<file path="config.mk">
export PLATFORM = sky130hd
export DESIGN_NAME = flatten_streamer_flat
export DESIGN_NICKNAME = d
export VERILOG_FILES = /design/src/rtl/flatten_streamer_pkg.sv /design/src/rtl/flatten_streamer_if.sv /design/src/rtl/stream_skid_buffer.sv /design/src/rtl/flatten_streamer.sv /design/src/flat_wrapper.sv
export SDC_FILE = /design/constraint.sdc
export NUM_CORES = 1
export LEC_CHECK = 0
export BUFFER_PORTS_ARGS = -buffer_cell sky130_fd_sc_hd__buf_2
export CAP_MARGIN = 20
export CELL_PAD_IN_SITES_DETAIL_PLACEMENT = 1
export CELL_PAD_IN_SITES_GLOBAL_PLACEMENT = 2
export CORE_ASPECT_RATIO = 1.75
export CORE_MARGIN = 5
export CORE_UTILIZATION = 35
export CTS_CLUSTER_SIZE = 16
export DETAILED_ROUTE_END_ITERATION = 8
export HOLD_SLACK_MARGIN = 0.06
export PLACE_DENSITY = 0.88
export REMOVE_ABC_BUFFERS = 1
export SYNTH_ARGS = -nofsm -noshare
export SYNTH_HDL_FRONTEND = slang
export SYNTH_SLANG_ARGS = --single-unit
export TNS_END_PERCENT = 20
</file>
<file path="constraint.sdc">
create_clock -name clock_i -period 5.5 [get_ports clock_i]
set_input_delay 0.275 -clock clock_i [delete_from_list [all_inputs] [get_ports clock_i]]
set_output_delay 0.275 -clock clock_i [all_outputs]
set_load 0.05 [all_outputs]
</file>
<file path="src/rtl/flatten_streamer_pkg.sv">
// Shared types and constants for the flatten_streamer block.
package flatten_streamer_pkg;

  localparam int STATE_W    = 2;
  localparam int FIFO_DEPTH = 2;
  localparam int OCC_W      = $clog2(FIFO_DEPTH + 1);

  typedef enum logic [STATE_W-1:0] {
    IDLE,
    STREAM,
    DRAIN,
    DONE
  } state_t;

endpackage

</file>
<file path="src/rtl/flatten_streamer_if.sv">
// RAM read port plus the valid/hold activation stream toward the FC layer.
interface flatten_streamer_if #(
  parameter int DATA_WIDTH = 32,
  parameter int ADDR_WIDTH = 16
);
  logic                  ram_rden_o;
  logic [ADDR_WIDTH-1:0] ram_rdaddress_o;
  logic [DATA_WIDTH-1:0] ram_data_i;
  logic [DATA_WIDTH-1:0] data_o;
  logic                  data_valid_o;
  logic                  hold_i;

  modport master (
    output ram_rden_o, ram_rdaddress_o, data_o, data_valid_o,
    input  ram_data_i, hold_i
  );

  modport slave (
    input  ram_rden_o, ram_rdaddress_o, data_o, data_valid_o,
    output ram_data_i, hold_i
  );
endinterface

</file>
<file path="src/rtl/stream_skid_buffer.sv">
// Two-entry skid FIFO; head and valid come straight from registers.
module stream_skid_buffer
  import flatten_streamer_pkg::*;
#(
  parameter int DATA_WIDTH = 32
) (
  input  logic                  clock_i,
  input  logic                  reset_i,
  input  logic                  push,
  input  logic                  pop,
  input  logic [DATA_WIDTH-1:0] push_data,
  output logic [DATA_WIDTH-1:0] head,
  output logic                  valid,
  output logic [OCC_W-1:0]      occupancy
);

  logic [DATA_WIDTH-1:0] head_q;
  logic [DATA_WIDTH-1:0] tail_q;
  logic [OCC_W-1:0]      occ_q;
  logic                  do_pop;

  assign do_pop = pop && (occ_q != '0);

  always_ff @(posedge clock_i) begin
    if (reset_i) begin
      // NOTE: storage is reset too because the head register drives data_o,
      // which must read zero out of reset.
      head_q <= '0;
      tail_q <= '0;
      occ_q  <= '0;
    end else begin
      unique case ({push, do_pop})
        2'b10: begin
          if (occ_q == '0) head_q <= push_data;
          else             tail_q <= push_data;
          occ_q <= occ_q + OCC_W'(1);
        end
        2'b01: begin
          head_q <= tail_q;
          occ_q  <= occ_q - OCC_W'(1);
        end
        2'b11: begin
          // Simultaneous push/pop: occupancy holds, order is kept.
          if (occ_q == OCC_W'(1)) begin
            head_q <= push_data;
          end else begin
            head_q <= tail_q;
            tail_q <= push_data;
          end
        end
        default: ;
      endcase
    end
  end

  assign head      = head_q;
  assign valid     = (occ_q != '0);
  assign occupancy = occ_q;

endmodule

</file>
<file path="src/rtl/flatten_streamer.sv">
// Streams N_INPUTS activations from the flattened feature-map RAM to the FC layer.
// Optional: define FLATTEN_STREAMER_RELU_EN to clamp negative words to zero on FIFO write.
module flatten_streamer
  import flatten_streamer_pkg::*;
#(
  parameter int ADDR_WIDTH = 16,
  parameter int BASE_ADDR  = 0,
  parameter int DATA_WIDTH = 32,
  parameter int N_INPUTS   = 64
) (
  input  logic               clock_i,
  input  logic               reset_i,
  input  logic               start_i,
  flatten_streamer_if.master bus,
  output logic               busy_o,
  output logic               done_o
);

  localparam int             CNT_W = $clog2(N_INPUTS + 1);
  localparam logic [CNT_W-1:0] N_CNT = CNT_W'(N_INPUTS);

  state_t                state_q, state_d;
  logic [CNT_W-1:0]      issue_cnt_q, xfer_cnt_q, xfer_cnt_next;
  logic [ADDR_WIDTH-1:0] addr_q;
  logic                  inflight_q;
  logic                  rden;
  logic                  pop;
  logic [OCC_W-1:0]      occupancy;
  logic [2:0]            level;
  logic [DATA_WIDTH-1:0] push_data;

  assign pop           = bus.data_valid_o & ~bus.hold_i;
  assign level         = 3'(occupancy) + 3'(inflight_q) - 3'(pop);
  assign xfer_cnt_next = xfer_cnt_q + CNT_W'(pop);

  always_comb begin
    // NOTE: defaults first so every path assigns every output (no latches).
    state_d = state_q;
    rden    = 1'b0;
    unique case (state_q)
      IDLE:   if (start_i) state_d = STREAM;
      STREAM: begin
        if (issue_cnt_q == N_CNT) state_d = DRAIN;
        else if (level < 3'd2)    rden    = 1'b1;
      end
      DRAIN:  if (xfer_cnt_next == N_CNT) state_d = DONE;
      DONE:   state_d = IDLE;
      default: state_d = IDLE;
    endcase
  end

  always_ff @(posedge clock_i) begin
    if (reset_i) begin
      state_q     <= IDLE;
      issue_cnt_q <= '0;
      xfer_cnt_q  <= '0;
      addr_q      <= ADDR_WIDTH'(BASE_ADDR);
      inflight_q  <= 1'b0;
    end else begin
      state_q    <= state_d;
      inflight_q <= rden;
      if (state_q == DONE) begin
        issue_cnt_q <= '0;
        xfer_cnt_q  <= '0;
        addr_q      <= ADDR_WIDTH'(BASE_ADDR);
      end else begin
        if (rden) begin
          issue_cnt_q <= issue_cnt_q + CNT_W'(1);
          addr_q      <= addr_q + ADDR_WIDTH'(1);
        end
        if (pop) xfer_cnt_q <= xfer_cnt_next;
      end
    end
  end

`ifdef FLATTEN_STREAMER_RELU_EN
  assign push_data = bus.ram_data_i[DATA_WIDTH-1] ? '0 : bus.ram_data_i;
`else
  assign push_data = bus.ram_data_i;
`endif

  stream_skid_buffer #(.DATA_WIDTH(DATA_WIDTH)) u_skid (
    .clock_i   (clock_i),
    .reset_i   (reset_i),
    .push      (inflight_q),
    .pop       (pop),
    .push_data (push_data),
    .head      (bus.data_o),
    .valid     (bus.data_valid_o),
    .occupancy (occupancy)
  );

  assign bus.ram_rden_o      = rden;
  assign bus.ram_rdaddress_o = addr_q;
  assign busy_o              = (state_q == STREAM) || (state_q == DRAIN);
  assign done_o              = (state_q == DONE);

endmodule

</file>
<file path="src/flat_wrapper.sv">
// flat-port wrapper written by rule: the top's interface ports become plain ports
module flatten_streamer_flat import flatten_streamer_pkg::*;
#(
  parameter int ADDR_WIDTH = 16,
  parameter int BASE_ADDR  = 0,
  parameter int DATA_WIDTH = 32,
  parameter int N_INPUTS   = 64
)
  (clock_i, reset_i, start_i, busy_o, done_o, bus_ram_rden_o, bus_ram_rdaddress_o, bus_data_o, bus_data_valid_o, bus_ram_data_i, bus_hold_i);
  flatten_streamer_if #(.DATA_WIDTH(DATA_WIDTH), .ADDR_WIDTH(ADDR_WIDTH)) bus_i ();
  input  logic clock_i;
  input  logic reset_i;
  input  logic start_i;
  output logic busy_o;
  output logic done_o;
  output wire logic [$bits(bus_i.ram_rden_o)-1:0] bus_ram_rden_o;
  output wire logic [$bits(bus_i.ram_rdaddress_o)-1:0] bus_ram_rdaddress_o;
  output wire logic [$bits(bus_i.data_o)-1:0] bus_data_o;
  output wire logic [$bits(bus_i.data_valid_o)-1:0] bus_data_valid_o;
  input wire logic [$bits(bus_i.ram_data_i)-1:0] bus_ram_data_i;
  input wire logic [$bits(bus_i.hold_i)-1:0] bus_hold_i;
  assign bus_ram_rden_o = bus_i.ram_rden_o;
  assign bus_ram_rdaddress_o = bus_i.ram_rdaddress_o;
  assign bus_data_o = bus_i.data_o;
  assign bus_data_valid_o = bus_i.data_valid_o;
  assign bus_i.ram_data_i = bus_ram_data_i;
  assign bus_i.hold_i = bus_hold_i;
  flatten_streamer #(.ADDR_WIDTH(ADDR_WIDTH), .BASE_ADDR(BASE_ADDR), .DATA_WIDTH(DATA_WIDTH), .N_INPUTS(N_INPUTS)) u_core (.clock_i(clock_i), .reset_i(reset_i), .start_i(start_i), .bus(bus_i), .busy_o(busy_o), .done_o(done_o));
endmodule
</file>
Yosys cells after proc, flatten, opt, wreduce, memory -nomap -nowiden
Cells that the tools add are included.
{"block": "totals", "ff_bits": 99, "input_bits": 36, "output_inout_bits": 52}
{"block": "op_classes", "addsub": 7, "n_lt_le_gt_ge": 1, "eq_ne": 15, "muxes": 14, "bitwise": 2, "reduce_logical": 12}
{"cell": "$mux W32", "count": 4}
{"cell": "$pmux W32 S3", "count": 1}
{"cell": "$pmux W32 S2", "count": 1}
{"cell": "$add A16 B1 Y16 const B", "count": 1}
{"cell": "$eq A7 B7 Y1 const B", "count": 2}
{"cell": "$eq A2 B2 Y1 const B", "count": 4}
{"cell": "$ne A2 B2 Y1 const B", "count": 4}
{"cell": "$pmux W2 S4", "count": 1}
{"cell": "$add A7 B1 Y7", "count": 1}
{"cell": "$add A7 B1 Y7 const B", "count": 1}
{"cell": "$eq A2 B1 Y1 const B", "count": 3}
{"cell": "$mux W2", "count": 3}
{"cell": "$reduce_and A3 Y1", "count": 2}
{"cell": "$reduce_bool A2 Y1", "count": 3}
{"cell": "$logic_not A2 Y1", "count": 2}
{"cell": "$ne A2 B1 Y1 const B", "count": 2}
{"cell": "$pmux W2 S2", "count": 1}
{"cell": "$add A2 B1 Y3", "count": 1}
{"cell": "$lt A3 B2 Y1 const B", "count": 1}
{"cell": "$mux W1", "count": 3}
{"cell": "$reduce_bool A3 Y1", "count": 1}
{"cell": "$sub A3 B1 Y3", "count": 1}
{"cell": "$add A2 B1 Y2 const B", "count": 1}
{"cell": "$reduce_and A2 Y1", "count": 1}
{"cell": "6 further kinds", "count": 6}

Logic depth before layout (Yosys ltp)
Gate-level depths: netlist (run 1).
{"block": "logic_depth", "depth_word": 7, "mapped_depth": 13}

Hierarchy
A second synthesis (run 1) with hierarchy kept.
{"block": "hier_totals", "cells_unflattened": 545, "area_unflattened_um2": 4639.4}
{"module": "stream_skid_buffer", "n_inst": 1, "cells_each": 357, "area_per_inst_um2": 2917.8}
{"module": "flatten_streamer", "n_inst": 1, "cells_each": 188, "area_per_inst_um2": 1721.7}

Least setup slack after synthesis (run 1)
Ideal clock, no wire load.
{"block": "synth_path", "path_type": "register -> register", "startpoint": "register u_core.u_skid.occ_q[1], in the netlist u_core.u_skid.occupancy[1]", "endpoint": "register u_core.addr_q[5], in the netlist u_core.bus.ram_rdaddress_o[5]", "setup_ps": 128, "t_arrival_ps": 3002, "required_ps": 5372, "slack_ps": 2370, "path_stages_with_launch": 14, "path_buffers": 2, "period_less_slack_ps": 3130, "cell_sequence": "dfxtp_1 inv_1 ha_1 nor2_1 clkbuf_1 xnor2_1 nand2_1 fa_1 nand2_1 a211oi_1 buf_2 nand3_1 xor2_1 nor2_1"}
{"block": "synth_via", "elab_chain_len": 7, "elab_cells_between_ends": 8, "cone_classes": "2 x add/sub; 1 x order compare; 3 x mux; 1 x bitwise; 1 x reduce/logical"}
{"item": "from (decl)", "line": "stream_skid_buffer.sv:19", "source": "logic [OCC_W-1:0] occ_q;"}
{"item": "from (signal assigned)", "line": "stream_skid_buffer.sv:36", "source": "occ_q <= occ_q + OCC_W'(1);"}
{"item": "from (signal assigned)", "line": "stream_skid_buffer.sv:40", "source": "occ_q <= occ_q - OCC_W'(1);"}
{"item": "parallel branches: the longest is 2 deep, another holds $add A2 B1 Y3"}
{"item": "$sub A3 B1 Y3 *", "line": "flatten_streamer.sv:33", "source": "assign level = 3'(occupancy) + 3'(inflight_q) - 3'(pop);"}
{"item": "$lt A3 B2 Y1 *", "line": "flatten_streamer.sv:44", "source": "else if (level < 3'd2) rden = 1'b1;"}
{"item": "$mux W1 *", "line": "flatten_streamer.sv:44"}
{"item": "$mux W1 *", "line": "flatten_streamer.sv:43", "source": "if (issue_cnt_q == N_CNT) state_d = DRAIN;"}
{"item": "$mux W1 *", "line": "flatten_streamer.sv:40", "source": "unique case (state_q)"}
{"item": "net bus_ram_rden_o", "line": "flat_wrapper.sv:16", "source": "output wire logic [$bits(bus_i.ram_rden_o)-1:0] bus_ram_rden_o;"}
{"item": "to (signal assigned)", "line": "flatten_streamer.sv:57", "source": "addr_q <= ADDR_WIDTH'(BASE_ADDR);"}
{"item": "to (signal assigned)", "line": "flatten_streamer.sv:65", "source": "addr_q <= ADDR_WIDTH'(BASE_ADDR);"}
{"item": "to (signal assigned)", "line": "flatten_streamer.sv:69", "source": "addr_q <= addr_q + ADDR_WIDTH'(1);"}
{"item": "to (decl)", "line": "flatten_streamer.sv:24", "source": "logic [ADDR_WIDTH-1:0] addr_q;"}
Mark *: on every way through the listed nets, which the timed path passes.
A chain may end at the register's enable or synchronous reset.

Worst setup path after layout (run 1)
{"block": "layout_path", "startpoint": "register u_core.u_skid.occ_q[1], in the netlist u_core.u_skid.occupancy[1]", "endpoint": "output port bus_ram_rden_o"}
{"block": "layout_via", "elab_chain_len": 7, "elab_cells_between_ends": 8, "cone_classes": "2 x add/sub; 1 x order compare; 3 x mux; 1 x bitwise; 1 x reduce/logical"}
{"item": "parallel branches: the longest is 2 deep, another holds $add A2 B1 Y3"}
{"item": "$sub A3 B1 Y3 *", "line": "flatten_streamer.sv:33"}
{"item": "$lt A3 B2 Y1 *", "line": "flatten_streamer.sv:44"}
{"item": "$mux W1 *", "line": "flatten_streamer.sv:44"}
{"item": "$mux W1 *", "line": "flatten_streamer.sv:43"}
{"item": "$mux W1 *", "line": "flatten_streamer.sv:40"}
{"item": "to (decl)", "line": "flat_wrapper.sv:16"}
Mark *: on every way between the ends.

==> results.ini, run 1 <==
[sta]
skew_ns = 0.00848
setup_viol = 0
finalHoldViolations = 0
timing.setup.tns_ns = 0
maxSlewHeadroom_pct = 48.7
rsz0062_at_grt = no
max_freq_ghz = 0.272
final_max_slew_viol_count = 0
period_share_pct = 66.9
min_period_ns = 3.68
worstMarginPinSlew_ns = 0.766

[logic_synthesis]
ys_seq_area_share_pct = 46.3
avgSynthCellArea_um2 = 8.63
synthTopCellsByArea = dfxtp_1, nand2_1, a211oi_1
postSynthCellCount = 496
syn-cell-area_um2 = 4280
synth_top_area_share_pct = 46.3
yosysTopAreaCell = dfxtp_1
synth.distinct_cells = 39
synth_edf_count = 0
ys_async_sr_fraction_pct = 0
ys.warnings.count = 0
synth_ff_type = dfxtp_1
ys_ff_latch = 99

[power]
cellLeakagePower_nw = 2.07
vdd_ir_drop_max_uv = 259
power_density_nw_per_um2 = 556

[global_route]
antenna_found_initial = 0
grt_usage_pct = 16.0
grt_pass1_wl_mm = 19.1
grt-ovfl-total = 0
grt_pass1_vias = 4035
grt_max_degree = 71

[worst_setup_path]
arrival_ns = 3.41
end_kind = output pin
crit_fanout = 12
critPathKind = reg2out
required_ns = 5.22
start_kind = flop

[floorplan]
dieArea_um2 = 14600
core_um2 = 12000
rows = 53
fp.dieW_um = 93.6
num_io_pins = 88
start_util_pct = 35.7
die_y_um = 156

[routing]
drt_pass1_iterations = 5
wl_per_cell_um = 15.3
viasPerCell = 5.09
final_antenna_net_count = 0
post-route-drc-count = 0
wirelength_mm = 11.3
vias = 3757
drt_iter0_drc = 97

[clocking]
clk_root_buffer_cell = clkbuf_16
clock_latency_ns = 0.34
path_clk_slew_ns = 0.07
tritoncts = yes
clkSinkCount = 99
clk_path_buf_depth = 2
post-cts-setup-buffer-count = 0
cts_max_level = 3
numCtsBuffers = 9
cts_resized = 0
ctsHoldBuffers = 0

[cells_and_area]
final_cell_mix = dfxtp_1, buf_2, nand2_1
final_cell_area_um2 = 5150
area_growth_syn_to_layout_pct = 20.4
final_layout_size_suffix_gt1_share_pct = 20.5
final_common_cell = dfxtp_1
fillers = 1450
final_nets = 617

[placed_design]
post_dp_cell_area_um2 = 4860
port_buffers = 87
place_congestion = 0.729
hpwl_mm = 7.90

[status]
outcome = complete, no violations

[job]
max-cap-violations = 0

[min_path]
min_path_type = in2reg

## sequential cells by signal, indices dropped and copies added, names as in the netlist
register                    flops
u_core.bus.ram_rdaddress_o     16
u_core.inflight_q               1
u_core.issue_cnt_q              7
u_core.state_q                  2
u_core.u_skid.head             32
u_core.u_skid.occupancy         2
u_core.u_skid.tail_q           32
u_core.xfer_cnt_q               7
## cells by family after synthesis
kind of cell,synth area share [%]
fa+ha+maj,4.27
mux,0.555
buf+inv,4.00
flops,46.3
xor+xnor,6.96
simple gates,19.8
compound gates,18.2
## worst max-delay path, stage by stage, from the launching register on
cell and delay, ns:
dfxtp_1 0.39, inv_1 0.10, ha_1 0.23, nor2_1 0.60
xnor2_1 0.20, nand2_1 0.10, fa_1 0.55, nand2_1 0.12
a211oi_1 0.24, buf_4 0.23, buf_2 0.29
## cell usage after synthesis (all sizes together) (2+ instances only)
library cell / instances
nor2: 67
nor3: 3
nand4: 10
a22oi: 32
dfxtp: 99
and2: 4
nand2: 76
clkbuf: 27
ha: 13
xnor2: 13
nor4: 3
nand3: 8
inv: 12
nor2b: 3
a211oi: 36
buf: 6
xor2: 21
or2: 3
and3: 7
and4: 3
a21oi: 35
mux2i: 2
## report_power, final
group | switching (W) | internal, W
Sequential | 0.0000953 | 0.000893
Combinational | 0.000923 | 0.000332
Clock | 0.000294 | 0.000329
Total | 0.00131 | 0.00155
## path summary, 6_finish.rpt
check / startpoint / to / slack (ns) / cells after the start
setup / recovery: u_core.u_skid.occupancy[1] / bus_ram_rden_o / 1.82 / 10
hold / removal: bus_ram_data_i[9] / u_core.u_skid.tail_q[9] / 0.18 / 3
setup reg to reg: u_core.u_skid.occupancy[1] / u_core.bus.ram_rdaddress_o[13] / 1.98 / 11
hold reg to reg: u_core.u_skid.tail_q[10] / u_core.u_skid.tail_q[10] / 0.45 / 2
## metal layers
metal	vias up	track usage (%)	share of wire, %
met4	0	5.03	1.3
met5	-	0	0
met3	12	3.70	4.9
li1	1849	-	-
met2	92	29.5	52
met1	1804	17.9	41
## stage by stage
step / setup slack [ns] / util [%] / power (W) / hold WS (ns) / instances
6_report: 1.82 / 42.9 / 0.00287 / 0.176 / 738
4_1_cts: 1.78 / 42.9 / 0.00292 / 0.160 / 737
3_5_place_dp: 2.00 / 40.5 / 0.00228 / 0.448 / 721
5_1_grt: 1.54 / 42.9 / 0.00305 / 0.173 / 737
2_1_floorplan: 0.941 / - / 0.00194 / 0.344 / 463
3_3_place_gp: 2.09 / 40.5 / 0.00223 / 0.441 / 721
## cell type report
type                       instances  area [um2]  share of cell area (%)
antenna                            1        2.50                  0.0486
multi-input combinational        352        2140                    41.6
clock inverter                     6        55.1                    1.07
clock buffer                      10         239                    4.64
tap                              165         206                    4.01
inverter                          12        45.0                   0.874
timing repair buffer              93         480                    9.32
sequential                        99        1980                    38.5
Power figures use the tool's default switching activity.
==> inputs of run 2 (changes only) <==
Settings changed: CORE_UTILIZATION 35 to 29, PLACE_DENSITY 0.88 to 0.78.
Clock period 5.5 ns to 3.2 ns, I/O delays scaled along.
==> results.ini, run 2 (synthesis gave the netlist of run 1 again) <==
[global_route]
antenna_found_initial = 1  ; was 0
grt_max_degree = 51  ; was 71
grt_pass1_vias = 4187  ; was 4035
grt-ovfl-total = 0  ; unchanged
grt_pass1_wl_mm = 19.9  ; was 19.1 mm
grt_usage_pct = 14.0  ; was 16.0%

[placed_design]
place_congestion = 0.778  ; was 0.729
post_dp_cell_area_um2 = 4920  ; was 4860 um2
port_buffers = 87  ; unchanged
hpwl_mm = 8.42  ; was 7.90 mm
preCtsSetupSlack_ns = 0.129  ; was 2.00 ns

[cells_and_area]
final_core_util_pct = 37.5  ; was 42.9%
final_cell_mix = dfxtp_1, buf_2, nand2_1  ; unchanged
diodes = 0  ; was 1
final_nets = 639  ; was 617
fillers = 1737  ; was 1450
final_cell_area_um2 = 5410  ; was 5150 um2
final_common_cell = dfxtp_1  ; unchanged
area_growth_syn_to_layout_pct = 26.4  ; was 20.4%
multi_input_area_um2 = 2140  ; unchanged
regArea_um2 = 1980  ; unchanged
final_layout_size_suffix_gt1_share_pct = 20.4  ; was 20.5%

[power]
vdd_ir_drop_max_uv = 423  ; was 259 uV
sw_frac_of_total_pct = 45.7  ; was 45.8%
power_density_nw_per_um2 = 930  ; was 556 nW/um2
pwr-share-clk_pct = 21.6  ; was 21.7%
internal-power_w = 0.00273  ; was 0.00155 W
p_switching_w = 0.00230  ; was 0.00131 W
cellLeakagePower_nw = 2.17  ; was 2.07 nW
combPwrFrac_pct = 44.5  ; was 43.8%
p_seq_share_pct = 33.9  ; was 34.5%

[clocking]
clk_root_buffer_cell = clkbuf_16  ; unchanged
cts_max_level = 3  ; unchanged
numCtsBuffers = 9  ; unchanged
clock_latency_ns = 0.35  ; was 0.34 ns
path_clk_slew_ns = 0.08  ; was 0.07 ns
tritoncts = yes  ; unchanged
clkSinkCount = 99  ; unchanged
clk_path_buf_depth = 2  ; unchanged

[worst_setup_path]
critPathKind = reg2reg  ; was reg2out
r2r-end = u_core.bus.ram_rdaddress_o[13]  ; unchanged
r2r_cells = 11  ; unchanged
arrival_ns = 3.25  ; was 3.41 ns
start_kind = flop  ; unchanged
end_kind = flop  ; was output pin
worst-r2r-setup-slack_ns = 0.20  ; was 1.98 ns
required_ns = 3.44  ; was 5.22 ns
r2r-start = u_core.u_skid.occupancy[1]  ; unchanged
crit_fanout = 11  ; was 12

[job]
max-cap-violations = 0  ; unchanged

[sta]
fin_ws_ns = 0.197  ; was 1.82 ns
max_freq_ghz = 0.333
min_period_ns = 3.00
period_share_pct = 93.8
maxSlewHeadroom_pct = 47.8  ; was 48.7%
setup_viol = 0  ; unchanged
finalHoldViolations = 0  ; unchanged
worstMarginPinSlew_ns = 0.766  ; about the same
skew_ns = 0.00829  ; was 0.00848 ns
final_max_slew_viol_count = 0  ; unchanged
rsz0062_at_grt = yes  ; was no

[routing]
wirelength_mm = 12.0  ; was 11.3 mm
viasPerCell = 5.01  ; was 5.09
final_antenna_net_count = 0  ; unchanged
wl_per_cell_um = 15.5  ; was 15.3 um
post-route-drc-count = 0  ; unchanged
drt_iter0_drc = 87  ; was 97
drt_pass1_iterations = 4  ; was 5
vias = 3880  ; was 3757

[min_path]
hp-start = bus_ram_data_i[14]  ; was bus_ram_data_i[9]
holdPathEnd = u_core.u_skid.tail_q[14]  ; was u_core.u_skid.tail_q[9]
min_path_type = in2reg  ; unchanged
min_delay_path_depth = 3  ; unchanged

[floorplan]
dieArea_um2 = 17400  ; was 14600 um2
rows = 58  ; was 53
core_um2 = 14400  ; was 12000 um2
fp.dieW_um = 102  ; was 93.6 um
num_io_pins = 88  ; unchanged
start_util_pct = 29.6  ; was 35.7%
die_y_um = 171  ; was 156 um

[status]
outcome = complete, no violations  ; unchanged

## run 2: changes by cell type in the layout (fill, tap and decap cells not counted), moves of 2 or more
cell | before | now
inv_6 | 3 | 1
dlygate4sd3_1 | 0 | 18
buf_12 | 0 | 2
buf_4 | 6 | 8
## run 2: cell type report
type / instances / share of cell area (%)
clock buffer: 10 / 4.42
clock inverter: 6 / 1.06
inverter: 12 / 0.833
multi-input combinational: 352 / 39.6
sequential: 99 / 36.6
tap: 180 / 4.16
timing repair buffer: 115 / 13.3
## run 2: how the worst max path moves through the flow
stage	from	endpoint	slack [ns]	depth (start not counted)
6_report	u_core.u_skid.occupancy[1]	u_core.bus.ram_rdaddress_o[13]	0.20	11
5_1_grt	u_core.u_skid.occupancy[1]	u_core.bus.ram_rdaddress_o[7]	-0.03	11
4_1_cts	u_core.u_skid.occupancy[1]	bus_ram_rden_o	0.02	10
3_5_place_dp	u_core.u_skid.occupancy[1]	u_core.bus.ram_rdaddress_o[13]	0.13	11
3_3_place_gp	u_core.u_skid.occupancy[1]	u_core.bus.ram_rdaddress_o[13]	0.25	11
2_1_floorplan	u_core.u_skid.occupancy[1]	u_core.bus.ram_rdaddress_o[4]	-1.36	11
## run 2: power groups by stage
| stage | Combinational, W | Clock, W | Sequential (W) |
|---|---|---|---|
| floorplan | 0.000906 | 0 | 0.00242 |
| CTS | 0.00226 | 0.00113 | 0.00171 |
| detailed placement | 0.00224 | 0 | 0.00174 |
| global placement | 0.00218 | 0 | 0.00172 |
| finish | 0.00224 | 0.00109 | 0.00171 |
| global route | 0.00243 | 0.00118 | 0.00174 |
## run 2: stage by stage
stage,cells,TNS [ns],power (W),hold slack (ns)
6_report,774,0,0.00503,0.0717
5_1_grt,774,-0.108,0.00535,0.0746
4_1_cts,772,0,0.00511,0.0617
3_5_place_dp,738,0,0.00398,0.423
3_3_place_gp,738,0,0.00389,0.415
2_1_floorplan,463,-13.40,0.00333,0.229
## run 2: critical path, cell delays in order (launching register included)
cell and delay, ns:
dfxtp_1 0.35, inv_1 0.11, ha_1 0.22, nor2_1 0.08, buf_4 0.18, ha_1 0.27
fa_1 0.41, xor2_1 0.21, a2111oi_4 0.57, nand4_1 0.18, xnor2_1 0.16, and2b_1 0.15
## run 2: metal layers
layer	GRT usage [%]	up-vias	share of wire, %
li1	-	1899	-
met1	16.1	1859	42
met2	25.1	96	50
met3	3.14	24	5.3
met4	5.14	2	2.3
met5	0	-	0.058
## run 2: timing repair
action / in CTS / in global routing
buffers inserted: 0 / 2
gates resized for setup: 0 / 1
setup endpoints to repair: 0 / 9
hold buffers: 18 / 0
endpoints found under the hold margin: 18 / 0
